### src/rtl/dadda_mac_acc.sv
// dadda_mac_acc: frame accumulator placed after the 16x16 Dadda multiplier.
// Sums LEN consecutive unsigned products into an ACC_W-bit accumulator and
// presents each frame sum, with a sticky overflow flag, on a valid/ready port.
//
// Ports:
//   clk        clock, all state changes on the rising edge
//   rst        synchronous active-high reset
//   clear      synchronous frame abort (keeps out_sum/out_ovf)
//   in_valid   in_prod carries a product
//   in_ready   block accepts a product this cycle (high while accumulating)
//   in_prod    unsigned product, IN_W bits
//   out_valid  frame result pending
//   out_ready  consumer takes the result
//   out_sum    frame sum, ACC_W bits
//   out_ovf    at least one overflow happened in the frame
//   busy       mid-frame or result pending
module dadda_mac_acc #(
  parameter int unsigned IN_W  = 32,
  parameter int unsigned ACC_W = 40,
  parameter int unsigned LEN   = 4,
  parameter bit          SAT   = 1'b1
) (
  input  logic             clk,
  input  logic             rst,
  input  logic             clear,
  input  logic             in_valid,
  output logic             in_ready,
  input  logic [IN_W-1:0]  in_prod,
  output logic             out_valid,
  input  logic             out_ready,
  output logic [ACC_W-1:0] out_sum,
  output logic             out_ovf,
  output logic             busy
);

  localparam int unsigned CntW = (LEN > 1) ? $clog2(LEN) : 1;

  typedef enum logic {StAcc, StDone} state_e;

  state_e           state_q;
  logic [ACC_W-1:0] acc_q;
  logic [CntW-1:0]  cnt_q;
  logic             ovf_q;

  logic [ACC_W:0]   sum_ext;
  logic             ovf_step;
  logic [ACC_W-1:0] acc_next;
  logic             ovf_next;
  logic             last;

  // One extra bit catches the carry out of the accumulator.
  always_comb begin
    sum_ext  = {1'b0, acc_q} + {{(ACC_W + 1 - IN_W){1'b0}}, in_prod};
    ovf_step = sum_ext[ACC_W];
    acc_next = (ovf_step && SAT) ? {ACC_W{1'b1}} : sum_ext[ACC_W-1:0];
    ovf_next = ovf_q | ovf_step;
    last     = (cnt_q == CntW'(LEN - 1));
  end

  assign in_ready = (state_q == StAcc);
  assign busy     = (cnt_q != '0) || out_valid;

  always_ff @(posedge clk) begin
    if (rst) begin
      state_q   <= StAcc;
      acc_q     <= '0;
      cnt_q     <= '0;
      ovf_q     <= 1'b0;
      out_valid <= 1'b0;
      out_sum   <= '0;
      out_ovf   <= 1'b0;
    end else if (clear) begin
      // Abort drops any transfer in this cycle; last result stays visible.
      state_q   <= StAcc;
      acc_q     <= '0;
      cnt_q     <= '0;
      ovf_q     <= 1'b0;
      out_valid <= 1'b0;
    end else begin
      case (state_q)
        StAcc: begin
          if (in_valid) begin
            if (last) begin
              out_sum   <= acc_next;
              out_ovf   <= ovf_next;
              out_valid <= 1'b1;
              acc_q     <= '0;
              cnt_q     <= '0;
              ovf_q     <= 1'b0;
              state_q   <= StDone;
            end else begin
              acc_q <= acc_next;
              ovf_q <= ovf_next;
              cnt_q <= cnt_q + CntW'(1);
            end
          end
        end
        StDone: begin
          // No bypass: in_ready returns only after the handshake edge.
          if (out_ready) begin
            out_valid <= 1'b0;
            state_q   <= StAcc;
          end
        end
      endcase
    end
  end

endmodule

### config.mk
export PLATFORM = sky130hd
export DESIGN_NAME = dadda_mac_acc
export DESIGN_NICKNAME = d
export VERILOG_FILES = /design/src/rtl/dadda_mac_acc.sv
export SDC_FILE = /design/constraint.sdc
export NUM_CORES = 1
export LEC_CHECK = 0
export CORE_ASPECT_RATIO = 0.5
export CORE_MARGIN = 2
export CORE_UTILIZATION = 30
export CTS_CLUSTER_DIAMETER = 200
export DETAILED_ROUTE_END_ITERATION = 8
export PLACE_DENSITY = 0.56
export SETUP_SLACK_MARGIN = 0.5
export SLEW_MARGIN = 40
export SYNTH_ARGS = -nofsm -noshare
export SYNTH_HDL_FRONTEND = slang
export SYNTH_SLANG_ARGS = --single-unit
### constraint.sdc
create_clock -name clk -period 10.9 [get_ports clk]
set_clock_uncertainty 0.2 [all_clocks]
set_input_delay 3.27 -clock clk [delete_from_list [all_inputs] [get_ports clk]]
set_output_delay 3.27 -clock clk [all_outputs]
set_load 0.01 [all_outputs]
==> metrics.txt <==
Syn Area/Cell=7.74 µm²; maxcap violations=0; hold path endpoint=acc_q[21]$_SDFFE_PP0P_; Worst-Skew Late Latency=approximately 340 ps; starting density of the core=30.4%; Post-CTS Hold Fix Bufs=0; RD Place Congestion=0.884; Crit path top cell by count=a211oi_2; total power=slightly below 800 µW; Overall Global Routing Usage=16.0%; worst r2r src=acc_q[10]$_SDFFE_PP0P_; Synth Register Bits=86; CTS tree=yes; Post-Syn Nets=707; register area=approximately 1700 µm²; PwrDens=127 nW/µm²; Nets=767; Rel. slew slack=between 40 and 50%; largest net degree at the start of global routing=72; status=completed; RSZ-0062 raised after global routing=no; setup violators final=0; crit-path max cell delay=roughly 630 ps; Sink Count=86; R2R depth=11; Ys Warns=0; kind of critical path=in2reg; Hold Slack=~240 ps; DRC viols=0; minimum clock period=6700 ps; pins over their slew limit=0; Yosys cell types=55; Cells after Synth=635; layout cell share with drive strength beyond 1=5.43%; DP Wirelength=10000 µm; CTS root buf=clkbuf_16; Leak=~0.0024 µW; Ports=81; global route overflow=0; clock slew at reported path FFs=around 60 ps; DRT Pass-1 Iters=5; PostCTS Resize Cnt=0; Core ar.=16200 µm²; crit share post-route=61.5%; H-tree depth=3; vias in the first global route=between 4000 and 5000; ANT cells=0; initial antenna violation count=0; CTS max path bufs=2; Die Area=17500 µm²; EDFF count, synth=0; cell row count=33; Num CTS Buffers=9; Max Clk Rate=0.149 GHz; hold path start=acc_q[21]$_SDFFE_PP0P_; Layout fillers=around 1700; Area Growth Syn to Fin=26.4%; R2R Setup Slk=approximately 7200 ps; VDD IR max=approximately 73 µV; post-route ant nets=0; commonest non-fill, non-tap cells in the layout=dfxtp_1 (86), clkdlybuf4s50_1 (80), a21oi_1 (77); Multi-input gate area=3010 µm²; Vias/cell=5.02; Synth async-reset ratio=0%; initial detailed-routing violation count=339; IO Port Bufs=80; Vias=between 4000 and 5000; Top FF cell, synth=dfxtp_1; most common cell after layout, fill and taps aside=dfxtp_1; type of the most critical hold path=reg2reg; Hold Path Stages=2; Worst setup EP type=flop; DIE HEIGHT=approximately 95 µm; first-pass GRT wire length=22100 µm; setup bufs post-CTS=0; Fin Setup TNS=0 ps; Max FO, Critical Path=21; crit path cell chain=clkdlybuf4s50_1 > ha_1 > nand2_1 > o211a_1 > nor3_1 > a211oi_2 > a211oi_2 > o21ai_2 > a21oi_2 > buf_4 > nor2_1 > a211oi_1; sequential cell area fraction in the yosys report=a little over a third; Setup crit start kind=input pin; WL final=13700 µm; Worst path slowest cell=a21oi_2; final hold viol count=0; Die X=185 µm; wire per inst=14.8 µm; R2R Path End=acc_q[7]$_SDFFE_PP0P_; required time of the critical path=10960 ps; Worst-Margin Slew=777 ps; CP Data Arrival Time=6760 ps; Post-Syn Area=4920 µm²
## cell usage after synthesis (3+ instances only)
cell	count	area, µm²
or3_1	3	18.8
and3_1	4	25.0
nor3_1	20	100
nand3_1	11	55.1
o21ai_1	16	80.1
nand2b_1	5	31.3
xnor2_1	24	210
o211ai_1	3	22.5
dfxtp_1	86	1720
a21o_1	8	60.1
a31oi_1	14	87.6
nor2_1	57	214
nand2_1	76	285
nor2b_1	7	43.8
xor2_1	8	70.1
a311oi_1	6	52.6
o21a_1	3	22.5
o21ai_0	75	375
clkbuf_1	28	105
a21oi_1	77	385
a211oi_1	7	52.6
nand4_1	6	37.5
inv_1	13	48.8
ha_1	34	425
## state kept, by name (all words and copies together), names as in the netlist
register,cells
acc_q,40
cnt_q,2
out_ovf,1
out_sum,40
out_valid,1
ovf_q,1
state_q,1
## kinds of logic after synthesis
| kind of cell | Yosys count | share of synthesized area [%] |
|---|---|---|
| XOR/XNOR | 32 | 5.70 |
| AO/OA/AOI/OAI | 232 | 27.6 |
| adder cells (fa/ha/maj) | 35 | 9.06 |
| flip-flops | 86 | 35.0 |
| AND/OR/NAND/NOR | 201 | 18.3 |
| buffers and inverters | 48 | 4.10 |
| multiplexers | 1 | 0.204 |
## area by class of cell
class	instances	area share (%)
Multi-Input combinational cell	501	48.4
Sequential cell	86	27.7
Timing Repair Buffer	84	13.4
Tap cell	227	4.57
Clock buffer	11	3.90
Clock inverter	5	1.33
Inverter	13	0.785
## power by group
part           switching, µW  internal [µW]  leakage [µW]
Combinational           72.7           51.2       0.00151
Sequential              3.38            320      0.000696
Clock                    133            208      0.000160
Total                    209            579       0.00237
## how the worst max path moves through the flow
| stage | start | cells after the start | slack, ps | end |
|---|---|---|---|---|
| 5_1_grt | in_prod[10] | 12 | 3980 | acc_q[7]$_SDFFE_PP0P_ |
| 6_report | in_prod[10] | 12 | 4200 | acc_q[7]$_SDFFE_PP0P_ |
| 3_5_place_dp | in_prod[17] | 12 | 3880 | acc_q[7]$_SDFFE_PP0P_ |
| 4_1_cts | in_prod[10] | 12 | 4240 | acc_q[7]$_SDFFE_PP0P_ |
| 2_1_floorplan | in_prod[0] | 11 | 5060 | out_sum[34]$_SDFFE_PP0P_ |
| 3_3_place_gp | in_prod[10] | 12 | 4030 | acc_q[7]$_SDFFE_PP0P_ |
## stage by stage
stage	utilization (%)	cell area (µm²)	instances	setup slack [ps]
2_1_floorplan	-	4920	635	5060
3_3_place_gp	36.4	5890	911	4030
3_5_place_dp	36.4	5890	911	3880
4_1_cts	38.4	6220	927	4240
5_1_grt	38.4	6220	927	3980
6_report	38.4	6220	927	4200
## worst max-delay path: cells and delay by family
kind	cells	cell delay (ps)
simple gates	3	500
fa+ha+maj	1	450
compound gates	6	1700
buf+inv	2	820
## metal layers
layer	global-route usage, %	up-vias	wire length [µm]
met2	24.3	97	5800
li1	-	2406	-
met4	3.70	0	131
met3	3.24	12	650
met1	23.1	2143	7150
met5	0	-	0
Power figures use the tool's default switching activity.
